File: config.mk
export PLATFORM = sky130hd
export DESIGN_NAME = sha_blk_rx_flat
export DESIGN_NICKNAME = d
export VERILOG_FILES = /design/src/rtl/sha_blk_rx_pkg.sv /design/src/rtl/sha_blk_rx_if.sv /design/src/rtl/sha_blk_rx_buf.sv /design/src/rtl/sha_blk_rx.sv /design/src/flat_wrapper.sv
export SDC_FILE = /design/constraint.sdc
export NUM_CORES = 1
export LEC_CHECK = 0
export ABC_AREA = 1
export CORE_MARGIN = 3
export CORE_UTILIZATION = 50
export DETAILED_ROUTE_END_ITERATION = 8
export PLACE_DENSITY = 0.73
export SETUP_SLACK_MARGIN = 0.02
export SLEW_MARGIN = 20
export SYNTH_ARGS = -nofsm -noshare
export SYNTH_HDL_FRONTEND = slang
export SYNTH_SLANG_ARGS = --single-unit
File: constraint.sdc
create_clock -name clk -period 8 [get_ports clk]
set_input_delay 1.2 -clock clk [delete_from_list [all_inputs] [get_ports clk]]
set_output_delay 1.2 -clock clk [all_outputs]
set_load 0.03 [all_outputs]
File: src/rtl/sha_blk_rx_pkg.sv
// Shared SHA word-stream constants and helpers for the block receiver.
package sha_blk_rx_pkg;
  localparam int SHA_WORD_W    = 32;
  localparam int SHA_BLK_WORDS = 16;
  // Padding tail for a 256-bit message: 0x80 marker, zero fill, length 0x100.
  localparam logic [255:0] SHA_PAD_TAIL =
    256'h80000000_00000000_00000000_00000000_00000000_00000000_00000000_00000100;

  typedef logic [SHA_WORD_W-1:0] sha_word_t;

  function automatic sha_word_t pad_tail_word(input int idx);
    return SHA_PAD_TAIL[255-SHA_WORD_W*idx -: SHA_WORD_W];
  endfunction
endpackage

File: src/rtl/sha_blk_rx_if.sv
// Word-stream input, block handshake output and status of the block receiver.
interface sha_blk_rx_if
  import sha_blk_rx_pkg::*;
#(
  parameter int DW = SHA_WORD_W,
  parameter int NW = SHA_BLK_WORDS
);
  logic             clr;
  logic             din_vld;
  logic [DW-1:0]    din;
  logic             din_first;
  logic             blk_vld;
  logic             blk_rdy;
  logic [DW*NW-1:0] blk_data;
  logic             blk_first;
  logic             busy;
  logic             ovf;

  modport master (
    output clr, din_vld, din, din_first, blk_rdy,
    input  blk_vld, blk_data, blk_first, busy, ovf
  );

  modport slave (
    input  clr, din_vld, din, din_first, blk_rdy,
    output blk_vld, blk_data, blk_first, busy, ovf
  );
endinterface

File: src/rtl/sha_blk_rx_buf.sv
// One NW x DW word bank with indexed write, block-first flag and MSB-first flat read-out.
module sha_blk_rx_buf
  import sha_blk_rx_pkg::*;
#(
  parameter int DW = SHA_WORD_W,
  parameter int NW = SHA_BLK_WORDS,
  parameter int CW = (NW > 1) ? $clog2(NW) : 1
) (
  input  logic             clk,
  input  logic             i_we,
  input  logic [CW-1:0]    i_idx,
  input  logic [DW-1:0]    i_word,
  input  logic             i_first,
  output logic [DW*NW-1:0] o_data,
  output logic             o_first
);
  logic [DW-1:0] r_words [NW];
  logic          r_first;

  // Payload storage only; no reset so contents survive as plain data.
  always_ff @(posedge clk) begin
    if (i_we) begin
      r_words[i_idx] <= i_word;
      if (i_idx == '0) r_first <= i_first;
    end
  end

  for (genvar g = 0; g < NW; g++) begin : g_flat
    assign o_data[DW*(NW-1-g) +: DW] = r_words[g];
  end

  assign o_first = r_first;
endmodule

File: src/rtl/sha_blk_rx.sv
// Packs the 32-bit word stream into 512-bit blocks via a ping-pong pair and hands them to the SHA core.
module sha_blk_rx
  import sha_blk_rx_pkg::*;
#(
  parameter int DW = SHA_WORD_W,
  parameter int NW = SHA_BLK_WORDS
) (
  input logic         clk,
  input logic         rst,
  sha_blk_rx_if.slave bus
);
  localparam int CW = (NW > 1) ? $clog2(NW) : 1;

  logic [CW-1:0]    r_wcnt;
  logic             r_wr_sel;
  logic             r_rd_sel;
  logic [1:0]       r_full;
  logic             r_ovf;

  logic             w_acc;
  logic [CW-1:0]    w_slot;
  logic             w_last;
  logic             w_xfer;
  logic [1:0]       w_we;
  logic [1:0]       w_full_nxt;
  logic [DW*NW-1:0] w_data [2];
  logic [1:0]       w_first;

  // Fullness is sampled before the edge, so a buffer freed this cycle still rejects the word.
  assign w_acc  = bus.din_vld & ~r_full[r_wr_sel] & ~bus.clr;
  assign w_slot = bus.din_first ? '0 : r_wcnt;
  assign w_last = (w_slot == CW'(NW-1));
  assign w_xfer = r_full[r_rd_sel] & bus.blk_rdy;
  assign w_we   = {w_acc & r_wr_sel, w_acc & ~r_wr_sel};

  for (genvar g = 0; g < 2; g++) begin : g_buf
    sha_blk_rx_buf #(.DW(DW), .NW(NW), .CW(CW)) u_buf (
      .clk    (clk),
      .i_we   (w_we[g]),
      .i_idx  (w_slot),
      .i_word (bus.din),
      .i_first(bus.din_first),
      .o_data (w_data[g]),
      .o_first(w_first[g])
    );
  end

  always_comb begin
    w_full_nxt = r_full;
    if (w_acc && w_last) w_full_nxt[r_wr_sel] = 1'b1;
    if (w_xfer)          w_full_nxt[r_rd_sel] = 1'b0;
  end

  always_ff @(posedge clk or posedge rst) begin
    if (rst) begin
      r_wcnt   <= '0;
      r_wr_sel <= 1'b0;
      r_rd_sel <= 1'b0;
      r_full   <= '0;
      r_ovf    <= 1'b0;
    end else if (bus.clr) begin
      r_wcnt   <= '0;
      r_wr_sel <= 1'b0;
      r_rd_sel <= 1'b0;
      r_full   <= '0;
      r_ovf    <= 1'b0;
    end else begin
      if (w_acc) begin
        r_wcnt <= w_last ? '0 : w_slot + 1'b1;
        if (w_last) r_wr_sel <= ~r_wr_sel;
      end
      if (bus.din_vld && r_full[r_wr_sel]) r_ovf <= 1'b1;
      r_full <= w_full_nxt;
      if (w_xfer) r_rd_sel <= ~r_rd_sel;
    end
  end

  // Data and flag are forced to 0 when idle so every output reads 0 after reset or flush.
  assign bus.blk_vld   = r_full[r_rd_sel];
  assign bus.blk_data  = r_full[r_rd_sel] ? w_data[r_rd_sel] : '0;
  assign bus.blk_first = r_full[r_rd_sel] & w_first[r_rd_sel];
  assign bus.busy      = (r_wcnt != '0) | r_full[0] | r_full[1];
  assign bus.ovf       = r_ovf;
endmodule

File: src/flat_wrapper.sv
// flat-port wrapper written by rule: the top's interface ports become plain ports
module sha_blk_rx_flat import sha_blk_rx_pkg::*;
#(
  parameter int DW = SHA_WORD_W,
  parameter int NW = SHA_BLK_WORDS
)
  (clk, rst, bus_clr, bus_din_vld, bus_din, bus_din_first, bus_blk_rdy, bus_blk_vld, bus_blk_data, bus_blk_first, bus_busy, bus_ovf);
  sha_blk_rx_if #(.DW(DW), .NW(NW)) bus_i ();
  input logic clk;
  input logic rst;
  input wire logic [$bits(bus_i.clr)-1:0] bus_clr;
  input wire logic [$bits(bus_i.din_vld)-1:0] bus_din_vld;
  input wire logic [$bits(bus_i.din)-1:0] bus_din;
  input wire logic [$bits(bus_i.din_first)-1:0] bus_din_first;
  input wire logic [$bits(bus_i.blk_rdy)-1:0] bus_blk_rdy;
  output wire logic [$bits(bus_i.blk_vld)-1:0] bus_blk_vld;
  output wire logic [$bits(bus_i.blk_data)-1:0] bus_blk_data;
  output wire logic [$bits(bus_i.blk_first)-1:0] bus_blk_first;
  output wire logic [$bits(bus_i.busy)-1:0] bus_busy;
  output wire logic [$bits(bus_i.ovf)-1:0] bus_ovf;
  assign bus_i.clr = bus_clr;
  assign bus_i.din_vld = bus_din_vld;
  assign bus_i.din = bus_din;
  assign bus_i.din_first = bus_din_first;
  assign bus_i.blk_rdy = bus_blk_rdy;
  assign bus_blk_vld = bus_i.blk_vld;
  assign bus_blk_data = bus_i.blk_data;
  assign bus_blk_first = bus_i.blk_first;
  assign bus_busy = bus_i.busy;
  assign bus_ovf = bus_i.ovf;
  sha_blk_rx #(.DW(DW), .NW(NW)) u_core (.clk(clk), .rst(rst), .bus(bus_i));
endmodule
Word-level counts from Yosys, hierarchy flattened

Memory sizes are Yosys's and may differ from the RTL's.
Cells that the tools add are included.

$add $sub $neg: 1
$lt $le $gt $ge: 5
Equality and inequality tests: 1
Mux-type cells: 32
Bitwise gates (word level): 16
Reductions and logical operators: 13

Operator list:

| cell                | count |
|---|---|
| $mux 512            | 4 |
| $mux 1              | 19 |
| $mux 4              | 4 |
| $reduce_bool 2->1   | 4 |
| $and 1x1->1         | 6 |
| $mux 2              | 3 |
| $reduce_and 2->1    | 3 |
| $add 4x1->4 const B | 1 |
| $eq 4x4->1 const B  | 1 |
| $logic_and 1x1->1   | 4 |
| $logic_not 4->1     | 1 |
| $lt 1x2->1 const B  | 2 |
| $not 1->1           | 4 |
| $reduce_bool 4->1   | 1 |
| $and 2x2->2         | 1 |
| $demux 1 s1         | 2 |
| $ge 1x1->1 const B  | 2 |
| $ge 2x2->1 const B  | 1 |
| $not 1->2           | 1 |
| $not 2->2           | 1 |
| $or 1x1->1          | 2 |
| $or 2x2->2          | 1 |

Register bits after elaboration: 11
Bits in writable memories: 1024
Input port bits: 38
Output and inout bits: 516
Word-level logic and storage cells: 77
Memories kept: 2

Memory list:

| name                          | words | bits a word | read ports | clocked after Yosys merged registers in | wr ports | line                 | text |
|---|---|---|---|---|---|---|---|
| u_core.g_buf[0].u_buf.r_words | 16    | 32          | 16         | 0                                       | 1        | sha_blk_rx_buf.sv:17 | `logic [DW-1:0] r_words [NW];` |
| u_core.g_buf[1].u_buf.r_words | 16    | 32          | 16         | 0                                       | 1        | sha_blk_rx_buf.sv:17 |  |

Depth between registers and ports, before layout

Gate-level depths: netlist (run 1).

Depth after elaboration: 10
Gate-level depth with buffers: 8
Gate-level depth less buffers: 8

Cells and area by module

Synthesis (run 1) repeated with hierarchy kept, for this count alone.

Cell total of the unflattened synthesis: 3892
Area, all modules: 42034.1 µm²

By module, submodules not included:

| module         | times used | cells each | area an instance (µm²) |
|---|---|---|---|
| sha_blk_rx_buf | 2          | 542        | 15517.4 |
| sha_blk_rx     | 1          | 2808       | 10999.3 |

Least setup slack after synthesis (run 1)

Ideal clock, no wire load.

Path kind: in2reg
Start: in bus_din_first
End: mem u_core.g_buf[0].u_buf.r_words[13][0] (netlist name) (enable)
Setup time: 0.461 ns
Data arrival time: 3.926 ns
Setup slack: 3.613 ns
Cell stages on the path: 4
Path buffers: 0
Cells stage by stage: nor2_1 ha_1 inv_1 nor3_1

Cells in the longest elaborated chain, start to end: 1

Ends and longest elaborated chain:

| item        | line                 | text |
|---|---|---|
| from (decl) | flat_wrapper.sv:14   | `input wire logic [$bits(bus_i.din_first)-1:0] bus_din_first;` |
| $mux 4      | sha_blk_rx.sv:31     | `assign w_slot = bus.din_first ? '0 : r_wcnt;` |
| to (decl)   | sha_blk_rx_buf.sv:17 |  |

Every way passes these cells.

Worst setup path in the final report (run 1)

Start: reg u_core.r_rd_sel
End: out bus_blk_data[348]

Cells in the longest elaborated chain, start to end: 5
Elaborated cells on any way between the ends: 7
Classes of those cells: mux: 6; bitwise: 1

Ends and longest elaborated chain:

| item                                        | line               | text |
|---|---|---|
| from (decl)                                 | sha_blk_rx.sv:16   | `logic r_rd_sel;` |
| from (signal assigned)                      | sha_blk_rx.sv:74   | `if (w_xfer) r_rd_sel <= ~r_rd_sel;` |
| $not 1->2 (implied by the code)             | sha_blk_rx.sv:80   | `assign bus.blk_data = r_full[r_rd_sel] ? w_data[r_rd_sel] : '0;` |
| $mux 512 (implied by the code) (3 in a row) | sha_blk_rx.sv:80   |  |
| $mux 512 *                                  | sha_blk_rx.sv:80   |  |
| to (decl)                                   | flat_wrapper.sv:17 | `output wire logic [$bits(bus_i.blk_data)-1:0] bus_blk_data;` |

Every way passes the cells marked *; elsewhere a longest branch is shown, timed or not. The select of a mux whose other input is x is not followed.

==> impl_metrics.yaml, run 1 <==
timing:
  timing.clock.skew_ps: 31.81
  timing.max_slew.rel_slack: 0.2240
  setup_viol_count_final: 0
  fin_setup_tns_ps: 0
  fin_ws_ps: 2796
  rsz_0062_raised_after_global_routing: "no"
  final.period_utilization: 0.6505
  worst_slew_pin_slew_ps: 1164
  hold_slack_ps: 577.5
  period_minus_slack_ps: 5204
  maxSlewViolCount: 0
  max_freq_mhz: 192.2
  hold_violations: 0
floorplan:
  design.die.area_sq_um: 87760
  floorplan.die.width_um: 296.2
  floorplan.io_pins: 554
  floorplan.rows: 105
  core_area_sq_um: 82770
  start_util: 0.5089
  floorplan.die.height_um: 296.2
route:
  num_vias: 28377
  drt_pass1_iterations: 5
  vias_per_cell: 5.120
  dr.first_iter.drc_count: 3307
  drc_errors: 0
  postRouteAntennaNets: 0
  routed_wire_length_per_instance_um: 21.02
  wirelength_um: 116500
hold_path:
  hold_path_class: "flop to flop"
clocking:
  ctsRootBufferMaster: "clkbuf_16"
  cts.sink_count: 1035
  holdBufCountCts: 0
  cts_buffer_depth: 3
  cts-htree-levels: 3
  tritoncts: "yes"
  postCtsSetupBuffers: 0
  postCtsResizedCells: 0
  clock_insertion_delay_worst_skew_ps: 670
  cts_buffers: 103
  worst_setup_hold_path_clk_slew_ps: 60
global_route:
  number_of_antenna_violations_at_the_first_check_in_global_routing: 9
  grt_first_pass_wirelength_um: 168400
  first_global_vias: 26851
  total_gr_overflow: 0
  grtUsageTotal: 0.2614
  grt_max_degree: 224
setup_path:
  timing.critical_path.from_type: "flop"
  critical_path.max_stage_delay_ps: 750
  crit_path_frequent_cell: "nand2_1"
  timing.critical_path.required_ps: 6800
  worst-endpoint-arrival_ps: 4000
  critical_path.max_fanout: 144
  crit_type: "flop to output port"
  crit_path_cell_trace: "inv_8 -> buf_12 -> nand2_1 -> nand2_1 -> nand2_1 -> inv_1 -> clkdlybuf4s50_1"
  critical-path-slowest-cell: "dfrtp_4"
  end_kind: "output port"
synth:
  synthesized_netlist_net_count: 3926
  mean_cell_area_of_the_mapped_netlist_sq_um: 10.84
  synth_area_sq_um: 42120
  part_of_the_yosys_area_used_for_sequential_elements: 0.7369
  netlist_instances: 3884
  ys_types: 26
  synth-seq-cells: 1035
  yosys_warnings: 0
placement:
  postPlaceCellArea_sq_um: 48390
  detailed_place_hpwl_um: 65480
  place_congestion: 0.8253
  preCtsSetupSlack_ps: 3592
  port_buffers: 553
layout:
  design.final.nets: 4435
  post_route_cells_drive_above_1_share: 0.05189
  n_fill_cell: 6376
  syn2layout_area_growth_pct: 22.52
  finish.instance_area_sq_um: 51600
power:
  irDropWorstVdd_mv: 0.1804
  pwr_density_cell_nw_per_um2: 207.2
  power_leakage_nw: 22.91
status:
  run_status: "completed"
job:
  cap_viol_max_count: 0
cell families after synthesis:
family,Yosys count,share of synthesized area
and+or+nand+nor,2126,0.1924
DFF,1035,0.7369
buffers and inverters,705,0.06779
AOI/OAI and AO/OA,13,0.001604
adders and majority gates,4,0.001188
xor gates and xnor gates,1,0.0002080
Yosys cell counts:
cell | count | area [sq um]
nand3_4 | 1 | 17.52
edfxtp_1 | 1026 | 30810
nand4_1 | 1 | 6.260
buf_4 | 5 | 37.54
buf_1 | 5 | 18.77
nand2_4 | 2 | 22.52
xor2_1 | 1 | 8.760
inv_2 | 1 | 3.750
buf_2 | 140 | 700.7
nor2_2 | 20 | 125.1
nand2_1 | 2074 | 7785
nand3_1 | 6 | 30.03
nor3_1 | 9 | 45.04
o21ai_0 | 6 | 30.03
clkbuf_1 | 21 | 78.83
a21oi_1 | 4 | 20.02
buf_6 | 2 | 22.52
inv_1 | 531 | 1993
o21ai_1 | 1 | 5.000
nor2_8 | 1 | 20.02
dfrtp_1 | 9 | 225.2
nand2_2 | 1 | 6.260
ha_1 | 4 | 50.05
o22ai_1 | 2 | 12.51
nor2_1 | 10 | 37.54
nor4_1 | 1 | 6.260
layer usage:
metal,up-vias,share of wire,global-route usage
met1,13627,0.38,0.3541
met4,2,0.043,0.1101
met3,221,0.086,0.03445
met2,1380,0.49,0.4304
met5,-,0.00017,0
li1,13147,-,-
layout make-up:
class,instances,area (sq um),area share
diodes,1,2.502,0.00004849
clock buffers,124,2678,0.05189
inverters,532,2004,0.03884
multi-input cells,2144,8379,0.1624
well taps,1070,1339,0.02594
flip-flops and latches,1035,31040,0.6015
clock inverters,59,486.7,0.009432
repair buffers,577,5675,0.1100
critical path, delay by kind of cell, from the launching register on:
| family | cells | cell delay (ps) |
|---|---|---|
| flip-flops | 1 | 750 |
| AND/OR/NAND/NOR | 3 | 250 |
| buffers and inverters | 4 | 1910 |
worst paths after layout:
| kind | start | to | slack (ps) | depth (start not counted) |
|---|---|---|---|---|
| min reg2reg | u_core.r_full[1] | u_core.r_full[1] | 580 | 2 |
| max in group asynchronous | rst | u_core.r_rd_sel | 6780 | 2 |
| max reg2reg | u_core.r_wcnt[3] | u_core.g_buf[1].u_buf.r_words[9][29] | 5320 | 4 |
| min in group asynchronous | rst | u_core.r_full[0] | 910 | 2 |
| max | u_core.r_rd_sel | bus_blk_data[348] | 2800 | 7 |
| min | u_core.r_full[1] | u_core.r_full[1] | 580 | 2 |
flip-flops by register name, indices dropped and copies added (netlist names):
signal and flops:
u_core.bus.ovf 1, u_core.g_buf.u_buf.o_first 2, u_core.g_buf.u_buf.r_words 1024, u_core.r_full 2
u_core.r_rd_sel 1, u_core.r_wcnt 4, u_core.r_wr_sel 1
placed cells by master (no fill, tap or decap), types with 2 or more instances in the layout:
cell and count:
dfrtp_1 8, nor3_1 3, inv_6 2, inv_1 530, nor2_4 20, inv_8 2
o22ai_1 2, clkinv_4 2, clkinv_16 4, nand3_1 6, buf_12 8, nor2_1 6
bufinv_16 4, clkdlybuf4s50_1 521, nand2_1 2074, buf_2 32, clkbuf_1 20, ha_1 4
nand2_4 2, edfxtp_1 1026, clkinv_2 19, clkinv_1 26, clkbuf_16 104, buf_4 15
o21ai_0 6, nor3_2 6, nor2_2 4, a21oi_1 4
through the flow:
step	instances	power, W	util
floorplan	3884	0.006114	-
global placement	5356	0.006274	0.5846
detailed placement	5356	0.006280	0.5846
CTS	5539	0.01075	0.6229
global route	5541	0.01096	0.6234
finish	5542	0.01069	0.6235
report_power, final:
part | switching [W] | internal (W) | leakage, nW | total, W
logic | 0.000170 | 0.0000161 | 12.0 | 0.000186
registers | 0.00000313 | 0.00598 | 9.35 | 0.00598
clock network | 0.00201 | 0.00252 | 1.55 | 0.00453
(Power assumes the default switching activity.)
==> run 2: changes to the inputs <==
- clock period: 8 -> 5 ns (I/O delays scaled with it)
==> impl_metrics.yaml, run 2 (same netlist as run 1, synthesis figures left out) <==
status:
  run_status: "completed"
clocking:
  postCtsSetupBuffers: 0
  cts.sink_count: 1035
  tritoncts: "yes"
  cts_buffers: 102
  holdBufCountCts: 0
  clock_insertion_delay_worst_skew_ps: 650
  postCtsResizedCells: 0
  worst_setup_hold_path_clk_slew_ps: 60
  ctsRootBufferMaster: "clkbuf_16"
  cts-htree-levels: 3
  cts_buffer_depth: 3
power:
  power_leakage_nw: 22.95
  irDropWorstVdd_mv: 0.2265
  pwr_density_cell_nw_per_um2: 330.3
layout:
  finish.utilization: 0.6241
  largest_registers: "u_core.g_buf.u_buf.r_words: 1024 flops, u_core.r_wcnt: 4 flops"
  post_route_cells_drive_above_1_share: 0.05331
  most_frequent_cells_in_the_layout: "nand2_1, edfxtp_1, inv_1"
  largest_register_ff_count: 1024
  design.final.nets: 4446
  n_fill_cell: 6354
  finish.instance_area_sq_um: 51650
  syn2layout_area_growth_pct: 22.64
  number_of_cells_in_the_finished_layout_apart_from_fillers: 5561
  largest_register: "u_core.g_buf.u_buf.r_words"
  layout_commonest_cell: "nand2_1"
global_route:
  grt_first_pass_wirelength_um: 165400
  number_of_antenna_violations_at_the_first_check_in_global_routing: 8
  grt_max_degree: 212
  grtUsageTotal: 0.2582
  first_global_vias: 26392
  total_gr_overflow: 0
timing:
  fin_setup_tns_ps: 0
  max_freq_mhz: 231.3
  final.period_utilization: 0.8646
  maxSlewViolCount: 0
  setup_viol_count_final: 0
  hold_violations: 0
  period_minus_slack_ps: 4323
  rsz_0062_raised_after_global_routing: "no"
  timing.clock.skew_ps: 30.60
  hold_slack_ps: 506.5
  worst_slew_pin_slew_ps: 1183
  timing.max_slew.rel_slack: 0.2117
setup_path:
  worst-endpoint-arrival_ps: 3570
  crit_type: "flop to output port"
  critical_path.max_fanout: 205
  end_kind: "output port"
  timing.critical_path.from_type: "flop"
  timing.critical_path.required_ps: 4250
floorplan:
  design.die.area_sq_um: 87760
  floorplan.die.width_um: 296.2
  floorplan.rows: 105
  floorplan.io_pins: 554
  core_area_sq_um: 82770
  floorplan.die.height_um: 296.2
  start_util: 0.5089
job:
  cap_viol_max_count: 0
route:
  routed_wire_length_per_instance_um: 20.63
  postRouteAntennaNets: 0
  wirelength_um: 114700
  num_vias: 28039
  drc_errors: 0
  dr.first_iter.drc_count: 3352
  vias_per_cell: 5.042
  drt_pass1_iterations: 7
hold_path:
  hold_path_class: "primary input to asynchronous set/reset pin"
placement:
  port_buffers: 553
  place.detailed.instances: 5370
  place_congestion: 0.7994
  detailed_place_hpwl_um: 65850
  postPlaceCellArea_sq_um: 48530
[run 2: changes by cell type in the layout (fill, tap and decap cells not counted), moves of 3 or more]
cell	previous run	this run
buf_4	15	26
clkinv_16	4	0
diode_2	1	8
clkinv_1	26	29
clkinv_2	19	16
[run 2: worst paths after layout]
| kind | from | end | slack, ps | depth (start not counted) |
|---|---|---|---|---|
| max reg2reg | u_core.r_wcnt[3] | u_core.g_buf[0].u_buf.r_words[5][30] | 2360 | 3 |
| min | rst | u_core.r_full[0] | 510 | 2 |
| min in group clk | u_core.bus.ovf | u_core.bus.ovf | 540 | 2 |
| max in group asynchronous | rst | u_core.r_rd_sel | 4170 | 2 |
| max | u_core.r_rd_sel | bus_blk_data[247] | 680 | 6 |
| min reg2reg | u_core.bus.ovf | u_core.bus.ovf | 540 | 2 |
[run 2: metrics by stage]
step | total power, W | worst slack, ps
global route | 0.01748 | 513.6
finish | 0.01706 | 676.9
detailed placement | 0.01005 | 1245
floorplan | 0.009782 | 1063
CTS | 0.01712 | 638.2
global placement | 0.01004 | 1282
[run 2: layout make-up]
class                           count  area (sq um)  share of cell area
Sequential cell                  1035         31040              0.6009
Antenna cell                        8         20.02           0.0003876
Tap cell                         1070          1339             0.02592
Clock inverter                     58         442.9            0.008575
Inverter                          532          2004             0.03880
Timing Repair Buffer              589          5771              0.1117
Clock buffer                      125          2660             0.05150
Multi-Input combinational cell   2144          8379              0.1622
[run 2: layer usage]
layer / up-vias / share of wire / GRT usage
met1: 13399 / 0.39 / 0.3488
li1: 13207 / - / -
met5: - / 0.00019 / 0
met4: 4 / 0.030 / 0.08918
met2: 1246 / 0.49 / 0.4304
met3: 183 / 0.087 / 0.04037
[run 2: power by group]
| part | internal (W) | total [W] | switching, W |
|---|---|---|---|
| combinational | 0.0000280 | 0.000303 | 0.000275 |
| clock | 0.00407 | 0.00719 | 0.00312 |
| sequential | 0.00956 | 0.00957 | 0.00000516 |
| total | 0.0137 | 0.0171 | 0.00340 |
[run 2: worst max-delay path, cell delays in order (launching register included)]
cell and delay (ps):
dfrtp_4 800, nand2_1 190, o21ai_4 140, buf_12 450, nand2_1 290, inv_1 120, clkdlybuf4s50_1 670
